File: src/rtl/reg_write_arbiter.sv
// Round-robin arbiter that shares one enable-gated holding register among N_REQ
// requesters. Each grant allows a bounded burst of forwarded writes.
module reg_write_arbiter #(
  parameter int WIDTH     = 32,
  parameter int N_REQ     = 4,
  parameter int OWNER_W   = 2,
  parameter int MAX_BURST = 4
) (
  input  logic                   clk,
  input  logic                   rst,
  input  logic [N_REQ-1:0]       req,
  input  logic [N_REQ*WIDTH-1:0] req_data,
  output logic [N_REQ-1:0]       gnt,
  output logic [N_REQ-1:0]       ack,
  output logic                   reg_en,
  output logic [WIDTH-1:0]       reg_in,
  output logic                   busy,
  output logic [OWNER_W-1:0]     cur_owner
);

  localparam int CNT_W = (MAX_BURST > 1) ? $clog2(MAX_BURST) : 1;

  typedef enum logic {IDLE, OWN} state_t;

  state_t                         state, state_d;
  logic [N_REQ-1:0]               gnt_d, ack_d;
  logic                           reg_en_d;
  logic [WIDTH-1:0]               reg_in_d;
  logic [OWNER_W-1:0]             owner_d, ptr, ptr_d, pick, idx;
  logic [CNT_W-1:0]               burst_cnt, cnt_d;
  logic                           accept;
  logic [N_REQ-1:0][WIDTH-1:0]    lane_data;

  assign lane_data = req_data;
  assign busy      = (state == OWN);

  // Round-robin search: lowest offset from ptr+1 wins, so walk offsets downward.
  always_comb begin
    pick = '0;
    idx  = '0;
    for (int k = N_REQ; k >= 1; k--) begin
      idx = OWNER_W'((int'(ptr) + k) % N_REQ);
      if (req[idx]) pick = idx;
    end
  end

  assign accept = gnt[cur_owner] & req[cur_owner];

  always_comb begin
    state_d  = state;
    gnt_d    = gnt;
    ack_d    = '0;
    reg_en_d = 1'b0;
    reg_in_d = reg_in;
    owner_d  = cur_owner;
    ptr_d    = ptr;
    cnt_d    = burst_cnt;
    case (state)
      IDLE: begin
        gnt_d = '0;
        if (|req) begin
          gnt_d[pick] = 1'b1;
          owner_d     = pick;
          ptr_d       = pick;
          cnt_d       = '0;
          state_d     = OWN;
        end
      end
      OWN: begin
        if (accept) begin
          reg_en_d         = 1'b1;
          reg_in_d         = lane_data[cur_owner];
          ack_d[cur_owner] = 1'b1;
          if (burst_cnt == CNT_W'(MAX_BURST - 1)) begin
            cnt_d   = '0;
            gnt_d   = '0;
            state_d = IDLE;
          end else begin
            cnt_d = burst_cnt + CNT_W'(1);
          end
        end else begin
          // Owner withdrew its request: give the register up.
          cnt_d   = '0;
          gnt_d   = '0;
          state_d = IDLE;
        end
      end
      default: begin
        gnt_d   = '0;
        state_d = IDLE;
      end
    endcase
  end

  always_ff @(posedge clk) begin
    if (rst) begin
      state     <= IDLE;
      gnt       <= '0;
      ack       <= '0;
      reg_en    <= 1'b0;
      reg_in    <= '0;
      cur_owner <= '0;
      burst_cnt <= '0;
      ptr       <= OWNER_W'(N_REQ - 1);
    end else begin
      state     <= state_d;
      gnt       <= gnt_d;
      ack       <= ack_d;
      reg_en    <= reg_en_d;
      reg_in    <= reg_in_d;
      cur_owner <= owner_d;
      burst_cnt <= cnt_d;
      ptr       <= ptr_d;
    end
  end

endmodule

File: config.mk
export PLATFORM = sky130hd
export DESIGN_NAME = reg_write_arbiter
export DESIGN_NICKNAME = d
export VERILOG_FILES = /design/src/rtl/reg_write_arbiter.sv
export SDC_FILE = /design/constraint.sdc
export NUM_CORES = 1
export LEC_CHECK = 0
export BUFFER_PORTS_ARGS = -buffer_cell sky130_fd_sc_hd__buf_2
export CAP_MARGIN = 20
export CELL_PAD_IN_SITES_DETAIL_PLACEMENT = 1
export CELL_PAD_IN_SITES_GLOBAL_PLACEMENT = 1
export CORE_MARGIN = 2
export CORE_UTILIZATION = 31
export CTS_BUF_LIST = sky130_fd_sc_hd__clkbuf_2
export DETAILED_ROUTE_END_ITERATION = 10
export PLACE_DENSITY_LB_ADDON = 0.1
export REMOVE_ABC_BUFFERS = 1
export SLEW_MARGIN = 5
export SYNTH_ARGS = -nofsm -noshare
export SYNTH_HDL_FRONTEND = slang
export SYNTH_SLANG_ARGS = --single-unit
File: constraint.sdc
create_clock -name clk -period 2.1 [get_ports clk]
set_input_delay 0.42 -clock clk [delete_from_list [all_inputs] [get_ports clk]]
set_output_delay 0.42 -clock clk [all_outputs]
set_load 0.01 [all_outputs]
* Yosys cells after proc, flatten, opt, wreduce, memory -nomap -nowiden
Index checks and enable logic that the tools add are counted.
** Operators by class
- $add $sub $neg :: 5
- Multipliers :: 0
- Divide/modulo/power cells :: 0
- $lt $le $gt $ge :: 8
- Eq/ne operators :: 3
- Shift operators :: 0
- Multiplexer cells :: 35
- Bitwise logic cells :: 3
- Reductions and logical operators :: 7
** Operators with widths (number)
- $bmux W32 S2 :: 1
- $mux W32 :: 1
- $lt A2 B3 Y1 const B :: 6
- $mux W2 :: 7
- $bmux W1 S2 :: 6
- $mux W1 :: 12
- $mux W4 :: 3
- $pmux W4 S2 :: 1
- $add A2 B1 Y2 const B :: 3
- $add A2 B2 Y2 const B :: 2
- $demux W1 S2 :: 2
- $ge A2 B1 Y1 const B :: 2
- $pmux W2 S2 :: 1
- $reduce_and A2 Y1 :: 2
- $reduce_or A4 Y1 :: 1
- $ne A3 B2 Y1 const B :: 1
- $reduce_or A3 Y1 :: 1
- $eq A2 B2 Y1 const B :: 1
- $logic_and A1 B1 Y1 :: 2
- $ne A2 B2 Y1 const B :: 1
- $not A1 Y1 :: 2
- $pmux W1 S2 :: 1
- $reduce_or A2 Y1 :: 1
- $and A1 B1 Y1 :: 1
** Storage, ports and cells
- Register bits after elaboration :: 48
- Latch bits :: 0
- RAM bits :: 0
- Bits in read-only memories :: 0
- Input port bits :: 134
- Output and inout port bits :: 44
- Memories kept :: 0

* Depth between registers and ports, before layout
Gate-level depths: netlist of the first run.
- Depth after elaboration :: 13
- Mapped depth :: 5
- Gate-level depth less buffers :: 4

* Worst setup path before layout of the first run
No wires, ideal clock.
- Kind :: register to register
- Start :: register cur_owner[0]
- End :: register reg_in[14]
- Arrival time :: 1.488 ns
- Path slack :: 0.480 ns
- Cell stages (with the launch flop) :: 6
- Path buffers :: 2
- Clock period less this slack :: 1.620 ns
- Cells stage by stage :: dfxtp_1 -> buf_4 -> buf_4 -> mux4_2 -> nand3_1 -> a21oi_1
** On the way
- Word-level cells in the longest chain between the ends :: 4
** Ends and longest elaborated chain
- start, declared :: RTL line 18 : output logic [OWNER_W-1:0] cur_owner
- start signal, assigned :: RTL line 111 : cur_owner <= owner_d;
- $bmux W1 S2 :: RTL line 47 : assign accept = gnt[cur_owner] & req[cur_owner];
- $mux W1 (not written as such) :: RTL line 47
- $and A1 B1 Y1 :: RTL line 47
- $reduce_and A2 Y1 (no line)
- end signal, assigned :: RTL line 110 : reg_in <= reg_in_d;
- end, declared :: RTL line 16 : output logic [WIDTH-1:0] reg_in,
Several ways; a longest one is shown, not always the timed one. The select of a mux whose other input is x is not followed.
A chain may end at the register's enable or synchronous reset.

* Final worst setup path of the first run
- Start :: register cur_owner[1]
- End :: output cur_owner[1]
No word-level cell between the ends.

==> results of run 1 <==
[power breakdown]
| group | internal (mW) | switching, mW | total (mW) |
|---|---|---|---|
| Combinational | 0.306 | 0.265 | 0.571 |
| Sequential | 0.941 | 0.0204 | 0.961 |
| Clock | 0.189 | 0.294 | 0.483 |
[final timing paths]
| kind | cells after the start | slack (ns) | endpoint | from |
|---|---|---|---|---|
| max reg2reg | 5 | 0.37 | ack[0] | gnt[3] |
| min | 2 | 0.36 | reg_in[4] | rst |
| max | 2 | 0.14 | cur_owner[1] | cur_owner[1] |
| min reg2reg | 2 | 0.49 | reg_in[24] | reg_in[24] |
[synth_stat cells (4+ instances only)]
cell and instances:
dfxtp_1 48, o21ai_0 36, and2_1 4, mux4_2 34, buf_2 6, clkbuf_1 16
a21oi_1 33, nor2_1 7, nand3_1 32, nand2_1 4
[final cells by class]
type / count / area (um^2)
Fill cell: 1009 / 4577
Multi-Input combinational cell: 179 / 1593
Timing Repair Buffer: 188 / 968.4
Sequential cell: 48 / 963.4
Tap cell: 105 / 131.4
Clock inverter: 1 / 30.03
Clock buffer: 5 / 25.02
Inverter: 3 / 11.26
[metrics by stage]
step	util	setup TNS [ns]
3_3_place_gp	0.4419	0
5_1_grt	0.4485	0
2_1_floorplan	-	-29.86
3_5_place_dp	0.4419	0
4_1_cts	0.4485	0
6_report	0.4485	0
[state kept, by name (all words and copies together) (netlist names)]
signal	cells
busy	1
burst_cnt	2
cur_owner	2
ptr	2
gnt	4
reg_in	32
reg_en	1
ack	4
[layer usage]
layer | wire (um) | track usage | vias up
li1 | - | - | 1320
met1 | 3604 | 0.2279 | 1374
met2 | 4355 | 0.3141 | 106
met3 | 629 | 0.04335 | 12
met4 | 146 | 0.05417 | 0
met5 | 0 | 0 | -
[critical path: stages, from the launching register on]
cell and delay [ns]:
dfxtp_2 0.42, buf_4 0.42, buf_2 0.22
[logic make-up after synthesis]
| kind of cell | synth area share |
|---|---|
| AO/OA/AOI/OAI | 0.1617 |
| adder cells (fa/ha/maj) | 0.004672 |
| buffers and inverters | 0.04626 |
| flip-flops | 0.3589 |
| multiplexers | 0.2902 |
| AND/OR/NAND/NOR | 0.1383 |
==> flow_summary_export.csv, run 1 <==
group,metric,value,unit
sta,setup_viol,0,
cells_and_area,instances_no_fill,529,
floorplanning,start_util,0.3226,
power_and_ir_drop,finalPower,2.016,mW
detailed_routing,drcViolationCount,0,
yosys,syn_area,2678,um^2
placed_design,place_congestion,0.7642,
clocking,post_cts_resized,0,
clocking,cts_tree,"done",
placed_design,dp_cells,523,
worst_setup_path,crit_fanout,38,
cells_and_area,final_layout_size_suffix_gt1_frac,0.5542,
clocking,ctsHtreeMaxLevel,2,
placed_design,hpwl,6.780,mm
power_and_ir_drop,p_per_area,541.5,nW/um^2
clocking,path_clk_slew,0.25,ns
sta,worst_pin_slew,0.5024,ns
floorplanning,dieArea,9396,um^2
yosys,yosys_most_used_dff,"dfxtp_1",
worst_setup_path,end_kind,"output port",
sta,drv_slew,0,
sta,hold_viol_final,0,
power_and_ir_drop,peakVddDrop,0.2970,mV
placed_design,pre_cts_ws,0.2251,ns
sta,hold_ws,0.3572,ns
detailed_routing,avgViaCountPerCell,5.316,
floorplanning,rows,33,
detailed_routing,ant_nets,0,
power_and_ir_drop,power.leakage,1.646,nW
worst_setup_path,start_kind,"flop",
global_routing,grt_use_total,0.1827,
detailed_routing,wl_per_cell,16.51,um
yosys,ys_ff_latch,48,
floorplanning,dieHeight,96.94,um
detailed_routing,dr.pass1.iters,6,
floorplanning,core_area,8299,um^2
sta,rsz0062_at_grt,"false",
global_routing,grt_pass1_wl,14.20,mm
detailed_routing,drt_iter0_markers,58,
clocking,clk-insertion-delay-late,0.43,ns
yosys,synth_top_area_frac,0.3589,
yosys,ys_async_sr_fraction,0,
clocking,post_cts_buffers,0,
cells_and_area,mostFrequentLayoutCell,"buf_2",
global_routing,antenna_found_initial,0,
cells_and_area,diodes,0,
yosys,synth_seq_area_share,0.3589,
yosys,ys_warn_count,0,
detailed_routing,wl,8.736,mm
clocking,clock-sinks,48,
global_routing,grt_overflow_total,0,
clocking,cts_buffers,5,
sta,period_needed,1.955,ns
clocking,clockBufferDepth,2,
sta,fmax,0.5114,GHz
yosys,avgSynthCellArea,10.50,um^2
sta,fin_crit_sh,0.9311,
cells_and_area,area_growth,39.02,%
sta,slew_headroom,0.6620,
worst_setup_path,crit_arrival,1.54,ns
sta,setup_ws,0.1447,ns
yosys,synth_cells,255,
global_routing,grt_max_degree,39,
worst_setup_path,path_class,"flop to output port",
placed_design,place_area,3667,um^2
worst_setup_path,cp_data_required_time,1.68,ns
status,status,"finished clean",
global_routing,grt_pass1_vias,2840,
floorplanning,ios,178,
clocking,postCtsHoldBufs,0,
cells_and_area,nets,560,
worst_hold_path,hold_path.class,"input port to flop",
cells_and_area,final_cell_mix,"buf_2, dfxtp_1, o21ai_0",
flow_run,drv_cap,0,
sta,skew,0.02295,ns
yosys,synth-edff-count,0,
yosys,synth_cell_types,32,
clocking,root_buffer,"clkbuf_2",
yosys,yosys-top-cells-area,"dfxtp_1, mux4_2, o21ai_0, a21oi_1, nand3_1",
cells_and_area,fin_area,3722,um^2
yosys,synth_top_area_cell,"dfxtp_1",
floorplanning,die_w,96.94,um
placed_design,port_buffers,177,
detailed_routing,dr_total_vias,2812,
(Power assumes the default switching activity.)
==> inputs of run 2 (changes only) <==
SETUP_SLACK_MARGIN = 0.5   (was unset)
==> flow_summary_export.csv, run 2 (synthesis results as in run 1) <==
group,metric,value,unit
cells_and_area,reg_top3,"reg_in x32, ack x4, gnt x4",
power_and_ir_drop,power.internal,1.530,mW
clocking,ctsHtreeMaxLevel,2,
cells_and_area,final_cell_mix,"buf_2, dfxtp_1, mux4_2",
placed_design,hpwl,6.780,mm
floorplanning,dieArea,9396,um^2
power_and_ir_drop,pwr-share-clk,0.222,
worst_setup_path,path_class,"flop to flop",
worst_setup_path,crit_fanout,3,
global_routing,grt_overflow_total,0,
detailed_routing,dr.pass1.iters,4,
cells_and_area,diodes,0,
floorplanning,ios,178,
floorplanning,rows,33,
status,status,"finished clean",
sta,drv_slew,0,
power_and_ir_drop,p_seq_frac,0.451,
power_and_ir_drop,combPwrFrac,0.327,
sta,slew_headroom,0.6618,
cells_and_area,instances_no_fill,552,
placed_design,dp_cells,523,
cells_and_area,largest_register,"reg_in",
cells_and_area,fin_util,0.4907,
clocking,clock-sinks,48,
placed_design,port_buffers,177,
clocking,cts_tree,"done",
floorplanning,core_area,8299,um^2
detailed_routing,wl,9.438,mm
global_routing,grt_use_total,0.1909,
power_and_ir_drop,p_per_area,525.6,nW/um^2
floorplanning,die_w,96.94,um
power_and_ir_drop,switching_power,0.6109,mW
placed_design,place_congestion,0.7642,
clocking,root_buffer,"clkbuf_2",
clocking,clockBufferDepth,2,
sta,skew,0.02091,ns
detailed_routing,ant_nets,0,
floorplanning,dieHeight,96.94,um
sta,timing.setup.tns,0,ns
detailed_routing,wl_per_cell,17.10,um
worst_hold_path,hold_path.class,"input port to flop",
worst_setup_path,start_kind,"flop",
worst_setup_path,crit_arrival,2.03,ns
sta,hold_viol_final,0,
power_and_ir_drop,finalPower,2.141,mW
sta,hold_ws,0.3668,ns
worst_setup_path,reg2reg_slack,0.46,ns
global_routing,antenna_found_initial,0,
cells_and_area,final_layout_size_suffix_gt1_frac,0.6107,
flow_run,drv_cap,0,
cells_and_area,largest_register_ff_count,32,
sta,period_needed,1.640,ns
floorplanning,start_util,0.3226,
sta,worst_pin_slew,0.5027,ns
detailed_routing,drt_iter0_markers,59,
clocking,path_clk_slew,0.23,ns
sta,fin_crit_sh,0.7808,
power_and_ir_drop,swShare,0.2854,
clocking,cts_buffers,5,
global_routing,grt_max_degree,33,
power_and_ir_drop,peakVddDrop,0.3195,mV
detailed_routing,avgViaCountPerCell,5.270,
cells_and_area,nets,583,
sta,setup_viol,0,
detailed_routing,dr_total_vias,2909,
clocking,clk-insertion-delay-late,0.43,ns
cells_and_area,mostFrequentLayoutCell,"buf_2",
sta,fmax,0.6099,GHz
cells_and_area,area_growth,52.10,%
worst_setup_path,end_kind,"flop",
global_routing,grt_pass1_vias,2912,
worst_setup_path,cp_data_required_time,2.49,ns
detailed_routing,drcViolationCount,0,
global_routing,grt_pass1_wl,14.73,mm
power_and_ir_drop,power.leakage,1.814,nW
sta,rsz0062_at_grt,"true",
run 2: changes by cell type in the layout (fill, tap and decap cells not counted), moves of 2 or more:
cell	change
buf_6	+4
o21ai_0	-16
dfxtp_1	-5
o21ai_2	+8
buf_12	+4
o21ai_1	+8
buf_4	+12
dfxtp_4	+3
buf_8	+2
dfxtp_2	+2
run 2: power groups by stage:
stage	Sequential (mW)	Combinational (mW)	Clock, mW
finish	0.965	0.700	0.475
CTS	0.965	0.628	0.493
global placement	0.978	0.576	0
floorplan	1.04	0.260	0
detailed placement	0.979	0.582	0
global route	0.971	0.761	0.520
run 2: timing repair:
item / 4_1_cts / 5_1_grt
gates cloned: 1 / 1
endpoints found under the setup margin: 42 / 47
gates resized for setup: 23 / 28
pin swaps: 0 / 2
setup buffers: 5 / 16
hold buffers: 0 / 0
run 2: metal layers:
metal	wire (um)	track usage
met4	145	0.05525
met2	4831	0.3339
met5	0	0
met1	3834	0.2356
met3	627	0.04263
run 2: final timing paths:
| path | start | end | depth (start not counted) |
|---|---|---|---|
| worst max register to register | cur_owner[1] | busy | 4 |
| worst max-delay path | cur_owner[1] | busy | 4 |
| worst min-delay path | rst | reg_in[24] | 2 |
| worst min register to register | reg_in[3] | reg_in[3] | 2 |
run 2: area by class of cell:
| type | count | area [um^2] |
|---|---|---|
| clock buffer | 5 | 25.02 |
| timing repair buffer | 211 | 1266 |
| multi-input combinational | 179 | 1632 |
| sequential | 48 | 977.2 |
| clock inverter | 1 | 30.03 |
| fill | 992 | 4227 |
| inverter | 3 | 11.26 |
| tap | 105 | 131.4 |
run 2: through the flow:
step           setup slack [ns]  area, um^2
2_1_floorplan           -0.8158        2565
3_3_place_gp             0.2796        3667
3_5_place_dp             0.2251        3667
4_1_cts                  0.4249        3841
5_1_grt                  0.3511        4073
6_report                 0.4604        4073
run 2: worst max-delay path: stages (launching register included):
cell and delay (ns):
dfxtp_4 0.43, mux4_2 0.56, buf_6 0.15, or3_4 0.33
a21oi_2 0.12
==> inputs of run 3 (changes only) <==
CORE_UTILIZATION = 28   (was 31)
clock period = 1.3 ns   (was 2.1 ns; I/O delays follow)
==> flow_summary_export.csv, run 3 (synthesis results as in run 1) <==
group,metric,value,unit
detailed_routing,avgViaCountPerCell,5.090,
floorplanning,ios,178,
cells_and_area,final_layout_size_suffix_gt1_frac,0.7564,
power_and_ir_drop,finalPower,3.720,mW
worst_setup_path,path_class,"flop to flop",
status,violations,"negative setup slack",
sta,hold_viol_final,0,
clocking,clock-sinks,48,
placed_design,port_buffers,177,
clocking,postCtsHoldBufs,0,
floorplanning,rows,35,
power_and_ir_drop,power.leakage,2.034,nW
detailed_routing,wl,10.51,mm
placed_design,hpwl,7.399,mm
worst_hold_path,hold_path.class,"input port to flop",
detailed_routing,wl_per_cell,17.49,um
sta,fin_crit_sh,1.282,
status,status,"finished with violations",
detailed_routing,drt_iter0_markers,62,
global_routing,antenna_found_initial,0,
detailed_routing,wl_met3,632,um
placed_design,place_congestion,0.7883,
cells_and_area,fill_cells,1066,
clocking,clk-insertion-delay-late,0.43,ns
detailed_routing,dr.pass1.iters,4,
global_routing,grt_max_degree,33,
detailed_routing,drt-met1-wl,4.144,mm
floorplanning,core_area,9240,um^2
flow_run,drv_cap,0,
clocking,ctsHtreeMaxLevel,2,
sta,rsz0062_at_grt,"true",
worst_setup_path,crit_fanout,17,
global_routing,grt_use_total,0.1979,
sta,worst_pin_slew,0.5608,ns
floorplanning,start_util,0.2898,
floorplanning,dieArea,10360,um^2
placed_design,dp_cells,562,
sta,timing.setup.tns,-13.47,ns
clocking,cts_buffers,5,
floorplanning,die_w,101.8,um
sta,hold_ws,0.1536,ns
cells_and_area,diodes,0,
floorplanning,dieHeight,101.8,um
power_and_ir_drop,peakVddDrop,0.7109,mV
global_routing,grt_pass1_wl,15.89,mm
detailed_routing,dr_wl_met2,5.602,mm
cells_and_area,mostFrequentLayoutCell,"buf_2",
sta,skew,0.03068,ns
detailed_routing,dr_total_vias,3059,
worst_setup_path,cp_data_required_time,1.64,ns
cells_and_area,reg_top3,"reg_in x32, ack x4, gnt x4",
worst_setup_path,end_kind,"flop",
clocking,clockBufferDepth,2,
clocking,path_clk_slew,0.26,ns
cells_and_area,largest_register,"reg_in",
detailed_routing,ant_nets,0,
sta,slew_headroom,0.6257,
power_and_ir_drop,p_per_area,773.3,nW/um^2
clocking,cts_tree,"done",
clocking,root_buffer,"clkbuf_2",
detailed_routing,drcViolationCount,0,
cells_and_area,largest_register_ff_count,32,
worst_setup_path,start_kind,"flop",
sta,setup_viol,46,
sta,setup_ws,-0.3664,ns
cells_and_area,area_growth,79.67,%
worst_setup_path,reg2reg_slack,-0.37,ns
global_routing,grt_pass1_vias,3303,
sta,fmax,0.6001,GHz
global_routing,grt_overflow_total,0,
cells_and_area,instances_no_fill,601,
sta,period_needed,1.666,ns
sta,drv_slew,0,
cells_and_area,final_cell_mix,"buf_2, buf_6, dfxtp_2",
detailed_routing,routed.top_layer,"met4",
worst_setup_path,crit_arrival,2.01,ns
cells_and_area,nets,606,
-- run 3: changes by cell type in the layout (fill, tap and decap cells not counted), sizes merged --
cell	delta
clkbuf	-1
buf	+23
clkinv	+2
bufbuf	+1
-- run 3: where the power goes --
group | switching (mW) | internal (mW)
Clock | 0.497 | 0.313
Sequential | 0.0437 | 1.52
Combinational | 0.563 | 0.781
Total | 1.10 | 2.62
-- run 3: metal layers --
layer | up-vias | track usage
li1 | 1428 | -
met1 | 1508 | 0.2327
met2 | 110 | 0.3613
met3 | 13 | 0.04624
met4 | 0 | 0.04886
met5 | - | 0
-- run 3: through the flow --
| stage | util | area, um^2 | setup slack [ns] |
|---|---|---|---|
| finish | 0.5207 | 4811 | -0.3664 |
| global route | 0.5207 | 4811 | -0.4878 |
| CTS | 0.4936 | 4561 | -0.3635 |
| detailed placement | 0.4204 | 3885 | -0.4027 |
| global placement | 0.4204 | 3885 | -0.3399 |
| floorplan | - | 2565 | -1.616 |
-- run 3: repair_timing --
action | 4_1_cts | 5_1_grt
pin swaps | 11 | 7
resized for setup | 139 | 36
buffers inserted | 13 | 15
setup endpoints to repair | 92 | 92
gates cloned | 3 | 0
-- run 3: layout make-up --
| class | instances | area, um^2 | share of cell area |
|---|---|---|---|
| Inverter | 3 | 11.26 | 0.002341 |
| Clock buffer | 5 | 25.02 | 0.005202 |
| Multi-Input combinational cell | 179 | 1774 | 0.3688 |
| Clock inverter | 3 | 37.54 | 0.007802 |
| Tap cell | 129 | 161.4 | 0.03355 |
| Timing Repair Buffer | 234 | 1775 | 0.3691 |
| Sequential cell | 48 | 1026 | 0.2133 |
-- run 3: path summary, 6_finish.rpt --
path / start / end / depth (start not counted)
max: cur_owner[1] / reg_in[26] / 5
min: rst / reg_in[29] / 2
max reg2reg: cur_owner[1] / reg_in[26] / 5
min reg2reg: reg_in[30] / reg_in[30] / 2
-- run 3: worst max-delay path, stage by stage, from the launching register on --
cell and delay [ns]:
dfxtp_4 0.42, mux4_2 0.58, buf_12 0.17, buf_12 0.15
o21ai_0 0.15, a21oi_1 0.09
